`src/rtl/move_checker_pkg.sv`:
```
// rtl/move_checker_pkg.sv - shared constants, FSM encoding and mask helper for move_checker
// Purpose: element count, default timing constants, FSM state encoding and
//          the num_play -> active-element mask helper.
// Ports:   none (package).
package move_checker_pkg;

    localparam int NUM_ELEM        = 13;
    localparam int TICK_DIV_DEF    = 50000;
    localparam int DEB_SAMPLES_DEF = 4;
    localparam int TIMEOUT_CYC_DEF = 100_000_000;

    localparam logic [1:0] ST_IDLE    = 2'd0;
    localparam logic [1:0] ST_ARM     = 2'd1;
    localparam logic [1:0] ST_COLLECT = 2'd2;
    localparam logic [1:0] ST_RESULT  = 2'd3;

    // Bits below num_play are active. A count above NUM_ELEM leaves every
    // bit set, which gives the required clamp to NUM_ELEM for free.
    function automatic logic [NUM_ELEM-1:0] play_mask(input logic [3:0] num_play);
        logic [NUM_ELEM-1:0] m;
        for (int i = 0; i < NUM_ELEM; i++) begin
            m[i] = (i < int'(num_play));
        end
        return m;
    endfunction

endpackage

```
`src/rtl/move_checker_input_debounce.sv`:
```
// rtl/move_checker_input_debounce.sv - 2-FF synchronizer plus tick-sampled debouncer for one input
// Purpose: synchronizes one raw input and changes the debounced level only
//          after DEB_SAMPLES consecutive tick samples disagree with it.
// Ports:   clk, rst_n (async active-low), tick_i (sample strobe), raw_i (async input),
//          level_o (debounced level), rise_o (one-cycle pulse, level went 0->1)
module input_debounce
    import move_checker_pkg::*;
#(
    parameter int DEB_SAMPLES = DEB_SAMPLES_DEF
) (
    input  logic clk,
    input  logic rst_n,
    input  logic tick_i,
    input  logic raw_i,
    output logic level_o,
    output logic rise_o
);

    logic       sync1_q, sync2_q;
    logic       level_q, level_d;
    logic       rise_q, rise_d;
    logic [2:0] cnt_q, cnt_d;

    // cnt_q counts prior consecutive disagreeing samples; the sample that
    // brings the run to DEB_SAMPLES flips the level.
    always_comb begin
        level_d = level_q;
        cnt_d   = cnt_q;
        rise_d  = 1'b0;
        if (tick_i) begin
            if (sync2_q != level_q) begin
                if (cnt_q == 3'(DEB_SAMPLES - 1)) begin
                    level_d = sync2_q;
                    cnt_d   = 3'd0;
                    rise_d  = sync2_q;
                end else begin
                    cnt_d = cnt_q + 3'd1;
                end
            end else begin
                cnt_d = 3'd0;
            end
        end
    end

    always_ff @(posedge clk or negedge rst_n) begin
        if (!rst_n) begin
            sync1_q <= 1'b0;
            sync2_q <= 1'b0;
            level_q <= 1'b0;
            rise_q  <= 1'b0;
            cnt_q   <= 3'd0;
        end else begin
            sync1_q <= raw_i;
            sync2_q <= sync1_q;
            level_q <= level_d;
            rise_q  <= rise_d;
            cnt_q   <= cnt_d;
        end
    end

    assign level_o = level_q;
    assign rise_o  = rise_q;

endmodule

```
`config.mk`:
```
export PLATFORM = sky130hd
export DESIGN_NAME = input_debounce
export DESIGN_NICKNAME = d
export VERILOG_FILES = /design/src/rtl/move_checker_pkg.sv /design/src/rtl/move_checker_input_debounce.sv
export SDC_FILE = /design/constraint.sdc
export NUM_CORES = 1
export LEC_CHECK = 0
export ABC_AREA = 1
export CAP_MARGIN = 15
export CORE_AREA = 3 3 40 42
export CTS_CLUSTER_DIAMETER = 150
export CTS_CLUSTER_SIZE = 20
export DETAILED_ROUTE_END_ITERATION = 10
export DIE_AREA = 0 0 43 45
export PLACE_DENSITY_LB_ADDON = 0.05
export SLEW_MARGIN = 20
export SYNTH_ARGS = -nofsm -noshare
export SYNTH_HDL_FRONTEND = slang
export SYNTH_SLANG_ARGS = --single-unit
```
`constraint.sdc`:
```
create_clock -name clk -period 1.8 [get_ports clk]
set_input_delay 0.36 -clock clk [delete_from_list [all_inputs] [get_ports clk]]
set_output_delay 0.36 -clock clk [all_outputs]
set_load 0.1 [all_outputs]
```
Word-level counts from Yosys, hierarchy flattened
Index checks and enable logic that the tools add are counted.
{"block": "totals", "word_cells": 14, "out_inout_bits": 2, "regBits": 7}
{"block": "op_classes", "eq_ne": 2, "muxes": 5, "n_addsub": 1, "n_reduce_logical": 1}
{"op": "$mux 3", "n": 2}
{"op": "$add 3x1->3 const B", "n": 1}
{"op": "$eq 3x2->1 const B", "n": 1}
{"op": "$mux 1", "n": 3}
{"op": "$reduce_and 3->1", "n": 1}
{"op": "$ne 1x1->1", "n": 1}

Logic depth before layout (Yosys ltp)
{"block": "depth", "depth_word": 4, "mapped_depth": 6, "depth_no_buf": 6}

Worst setup path before layout
No wires, ideal clock.
{"block": "synth_path", "kind": "register to register", "from": "reg level_q, in the netlist level_o", "to": "reg level_q, in the netlist level_o", "slack_ps": 321, "period_less_slack_ps": 1479, "n_path_buf": 0, "arrival_ps": 1412, "path_stages_with_launch": 7, "cell_sequence": "dfrtp_1 -> inv_1 -> nand2_1 -> nand2_2 -> nand3_1 -> nand2_1 -> nand2_1"}
{"block": "synth_between", "elab_chain_len": 2}
{"element": "from (decl)", "line_no": "move_checker_input_debounce.sv:20", "text": "logic level_q, level_d;"}
{"element": "from (signal assigned)", "line_no": "move_checker_input_debounce.sv:55", "text": "level_q <= level_d;"}
{"element": "$ne 1x1->1", "line_no": "move_checker_input_debounce.sv:31", "text": "if (sync2_q != level_q) begin"}
{"element": "$reduce_and 3->1 (no source line)"}
No other way between the ends.
A chain may end at the register's enable or synchronous reset.

Final worst setup path
{"block": "layout_path", "from": "reg level_q, in the netlist level_o", "to": "out level_o"}
{"element": "to (decl)", "line_no": "move_checker_input_debounce.sv:15", "text": "output logic level_o,"}
No word-level cell between the ends.

==> out/results.ini <==
[die]
start_util_pct = 23.7
die_area_sq_um = 1940
dieHeight_um = 45
die_w_um = 43
ios = 6
core_sq_um = 1280
rows = 13

[timing]
relSlewSlack_pct = 79.0
worst_clock_skew_ns = 0.00248
fmax_mhz = 816
worst_pin_slew_ns = 0.315
finalSetupTns_ns = 0
period_share_pct = 68.1
setup_viol = 0
fin_crit_ns = 1.23
rsz0062_at_grt = no
hold_viol_final = 0
maxSlewViolCount = 0

[power]
ir_drop_v = 0.000532
p_leak_nw = 0.219
p_per_area_nw_per_um2 = 1530

[global_routing]
gr-total-overflow = 0
grt_util_all_layers_pct = 6.49
grt_pass1_wl_um = 848
grt_max_degree = 8
grt_pass1_vias = 211
antenna_found_initial = 0

[setup_path]
timing.critical_path.required_ns = 1.44
path_cells = buf_12
critPathLaunchType = flop
path_class = reg2out
startpoint = level_o$_DFFE_PN0P_
crit_arrival_ns = 0.87
critPathTopFamily = flip-flops
rr_startpoint = cnt_q[0]$_DFFE_PN0P_
cpPeakStageDelay_ns = 0.42
end_kind = primary output
crit_buf_inv = 1
crit_path_max_fanout = 4
crit_slowest_cell = dfrtp_1

[logic_synthesis]
ys_types = 10
synth_seq_cells = 7
synth.largest_area_cell = dfrtp_1
post-synth-top-area-fraction_pct = 57.6
syn_nets = 37
syn_avg_cell_area_sq_um = 9.50
synth_area_sq_um = 304
yosysWarnings = 0
synthCells = 32
synth.area.top_cells = dfrtp_1 58%, nand2_1 11%, inv_1 8.6%
yosysSeqAreaShare_pct = 57.6

[placement]
gp_congestion = 0.605
dp.cells = 52
dp_hpwl_um = 414
port_buffers = 5

[routing]
routed-via-count = 216
first_pass_iters = 2
vias_per_cell = 3.86
drc_errors = 0
antenna_left = 0
first_iter_violations = 3
wl_per_cell_um = 9.14
wl_um = 512

[cells_and_area]
nets = 47
num_antenna_cells = 0
stdcell_count = 56
layout-drive-gt1-share_pct = 24.4
syn_to_final_growth_pct = 37.9

[clock_tree]
cts_resized = 0
post_cts_buffers = 0
cts.reportedPaths.clkPinSlew_ns = 0.05
clockBufferDepth = 2
ctsHoldBuffers = 0
clock_latency_ns = 0.25
cts_tree = yes
cts_buffers = 3
cts_root_buf = clkbuf_4
cts_max_level = 1
cts.sinks = 7

[hold_path]
hold_class = reg2reg
hp-start = sync1_q$_DFF_PN0_

[outcome]
status = finished clean

[job]
maxCapViolCount = 0

## where the power goes
part           switching (mW)  leakage, nW  internal (mW)
clock network          0.0542       0.0150         0.0843
logic                   0.177        0.113         0.0992
registers              0.0331       0.0902          0.193
## metrics by stage
| stage | area, sq um | setup WS [ns] | utilization [%] | hold WS (ns) | power (mW) |
|---|---|---|---|---|---|
| 2_1_floorplan | 304 | 0.321 | - | 0.0644 | 0.415 |
| 3_3_place_gp | 393 | 0.518 | 30.6 | 0.333 | 0.498 |
| 3_5_place_dp | 393 | 0.504 | 30.6 | 0.342 | 0.510 |
| 4_1_cts | 419 | 0.562 | 32.6 | 0.353 | 0.655 |
| 5_1_grt | 419 | 0.533 | 32.6 | 0.373 | 0.689 |
| 6_report | 419 | 0.574 | 32.6 | 0.350 | 0.641 |
## cell type report
type                            count  area [sq um]
Multi-Input combinational cell     18           103
Inverter                            7          26.3
Sequential cell                     7           175
Fill cell                         128           866
Clock buffer                        4          26.3
Tap cell                           15          18.8
Timing Repair Buffer                5          70.1
## synth_stat cells
| cell type | number |
|---|---|
| a21boi_2 | 1 |
| nand3_1 | 1 |
| nand2_2 | 2 |
| nor2_1 | 1 |
| nand2_1 | 9 |
| o21ai_2 | 2 |
| nand4_1 | 1 |
| ha_1 | 1 |
| inv_1 | 7 |
| dfrtp_1 | 7 |
## routing by layer
metal,up-vias,track usage [%],wire length (um)
li1,113,-,-
met2,7,7.19,235
met3,0,3.19,39
met5,-,0,0
met1,96,8.23,237
met4,0,7.23,0
## final timing paths
kind | end | slack, ns | depth (start not counted)
max in group asynchronous | sync1_q$_DFF_PN0_ | 1.19 | 1
min in group asynchronous | cnt_q[2]$_DFFE_PN0P_ | 0.37 | 1
hold reg to reg | sync2_q$_DFF_PN0_ | 0.35 | 0
setup reg to reg | level_o$_DFFE_PN0P_ | 0.72 | 6
hold / removal | sync2_q$_DFF_PN0_ | 0.35 | 0
setup / recovery | level_o | 0.57 | 1
## layout by cell type, fill, tap and decap left out
cell,count
nand4_1,1
clkbuf_1,1
nand3_1,1
dfrtp_1,7
nand2_2,2
inv_1,7
nand2_1,9
nor2_1,1
o21ai_2,2
a21boi_2,1
ha_1,1
clkdlybuf4s50_1,3
buf_12,2
clkbuf_4,3
## logic make-up (layout without fill, tap and decap cells)
group                      Yosys count  after routing  share of synthesized area [%]
adders and majority gates            1              1                           4.11
DFF                                  7              7                           57.6
and+or+nand+nor                     14             14                           20.2
AOI/OAI and AO/OA                    3              3                           9.47
buffers and inverters                7             16                           8.64
## registers in the layout, summed over array words and instances (netlist names)
name,count
sync1_q,1
rise_o,1
level_o,1
sync2_q,1
cnt_q,3
Note: power is estimated with default switching activity, not from simulation.
==> variant (same settings) <==
Register the inputs `tick_i` and `raw_i` before use. The logic sees them one clock later.
--- a/src/rtl/move_checker_input_debounce.sv
+++ b/src/rtl/move_checker_input_debounce.sv
@@ -16,6 +16,14 @@
     output logic rise_o
 );
 
+    logic tick_q;
+    logic raw_q;
+
+    always_ff @(posedge clk) begin
+        tick_q <= tick_i;
+        raw_q  <= raw_i;
+    end
+
     logic       sync1_q, sync2_q;
     logic       level_q, level_d;
     logic       rise_q, rise_d;
@@ -27,7 +35,7 @@
         level_d = level_q;
         cnt_d   = cnt_q;
         rise_d  = 1'b0;
-        if (tick_i) begin
+        if (tick_q) begin
             if (sync2_q != level_q) begin
                 if (cnt_q == 3'(DEB_SAMPLES - 1)) begin
                     level_d = sync2_q;
@@ -50,7 +58,7 @@
             rise_q  <= 1'b0;
             cnt_q   <= 3'd0;
         end else begin
-            sync1_q <= raw_i;
+            sync1_q <= raw_q;
             sync2_q <= sync1_q;
             level_q <= level_d;
             rise_q  <= rise_d;
Formal check against the unedited RTL: not equivalent (Yosys sat finds a counterexample within 10 cycles, from zero or initial values and one cycle with rst_n low).
==> variant against the original RTL <==
  * Setup slack got worse by 27 ps
  * Sequential cell count rose by 2
  * Count of clock-buffer cells in the layout did not move
  * Power rose by 7.4%
  * Cell area rose by 9.6%
  * Final cell count rose by 3.6%
  * Routed wire length rose by 3.9%
  * First-iteration DRC count did not move
  * Via count rose by 7.4%
  * Area after synthesis rose by 13%
  * Fmax fell by 2.2%
  * Largest cell class unchanged
  * Largest power group is now sequential cells
==> variant: results (changes against the original RTL) <==
outcome finished clean; Max stage delay on crit path approximately 430 ps; clock root cell clkbuf_4; Final Instance Count excl. Fillers 58 (+3.6%); PwrDens 1500 nW/µm² (-2.0%); top post-synthesis cells by area dfrtp_1 51%, dfxtp_1 12%, nand2_1 9.8%; wire per inst 9.17 µm (+0.32%); ys async rst share 0.778 (-0.222); fin nets 49 (+4.3%); post-synthesis cell count 34 (+6.3%); Comb group 0.000261 W (-6%); Placed Instances 54 (+3.8%); synth warn 0 (unchanged); post-synthesis cell type count 11 (+1); Final Skew 6.44 ps (+3.96 ps); switching power share of the total 0.392 (-0.0211); HPWL after DPL 430 µm (+4.0%); vias per cell 4.00 (+3.7%); GRT Overall Usage 0.0723 (+0.00740); Worst IR Drop VDD 475 µV (-11%); register area share after synthesis 0.625 (+0.0493); clock transition at the registers of the reported paths about 60 ps; GPL Wtd Cong 0.629 (+4.1%); Worst Path Arrival 890 ps (+20 ps); global-route wire length before repair 883 µm (+4.1%); Slew headroom 0.787 (-0.00274); leakage 0.235 nW (+7.7%); Biggest register cnt_q; Syn Nets 39 (+5.4%); top cells by count, synth 9 x nand2_1, 7 x dfrtp_1, 7 x inv_1; share of layout cells above drive strength 1 0.233 (-0.0113); Pre-antenna DRT Iters 2 (unchanged); clock power share 0.223 (+0.007)
==> variant: cell count changes after synthesis <==
| cell | before | now |
|---|---|---|
| dfxtp_1 | 0 | 2 |
==> variant: layer usage <==
metal,GRT usage,part of all wire,up-vias
met4,0.0723,0,0
met2,0.105,0.49,6
met5,0,0,-
li1,-,-,120
met3,0.0478,0.056,0
met1,0.0668,0.45,106
==> variant: final cells by class <==
cell class,count,area (µm²)
sequential,9,215
multi-input combinational,18,103
timing repair buffer,5,70.1
fill,131,826
tap,15,18.8
inverter,7,26.3
clock buffer,4,26.3
==> variant: stage by stage <==
| step | setup WS (ps) | instance area [µm²] |
|---|---|---|
| after floorplan | 321 | 344 |
| final | 547 | 459 |
| after global routing | 508 | 459 |
| after detailed placement | 735 | 433 |
| after CTS | 534 | 459 |
| after global placement | 770 | 433 |
==> variant: cells by family (layout without fill, tap and decap cells) <==
family / count (synthesis) / count (layout) / synth area share
AO/OA/AOI/OAI: 3 / 3 / 0.0836
buffers and inverters: 7 / 16 / 0.0764
flip-flops: 9 / 9 / 0.625
AND/OR/NAND/NOR: 14 / 14 / 0.178
adder cells (fa/ha/maj): 1 / 1 / 0.0364
==> variant: worst paths after layout <==
check	start	end	slack (ps)	cells past startpoint
max in group asynchronous	rst_n	sync1_q	1200	1
min reg2reg	raw_q	sync1_q	330	0
min in group asynchronous	rst_n	level_o	360	1
max	level_o	level_o	550	1
max reg2reg	cnt_q[0]	cnt_q[1]	730	6
min	raw_q	sync1_q	330	0
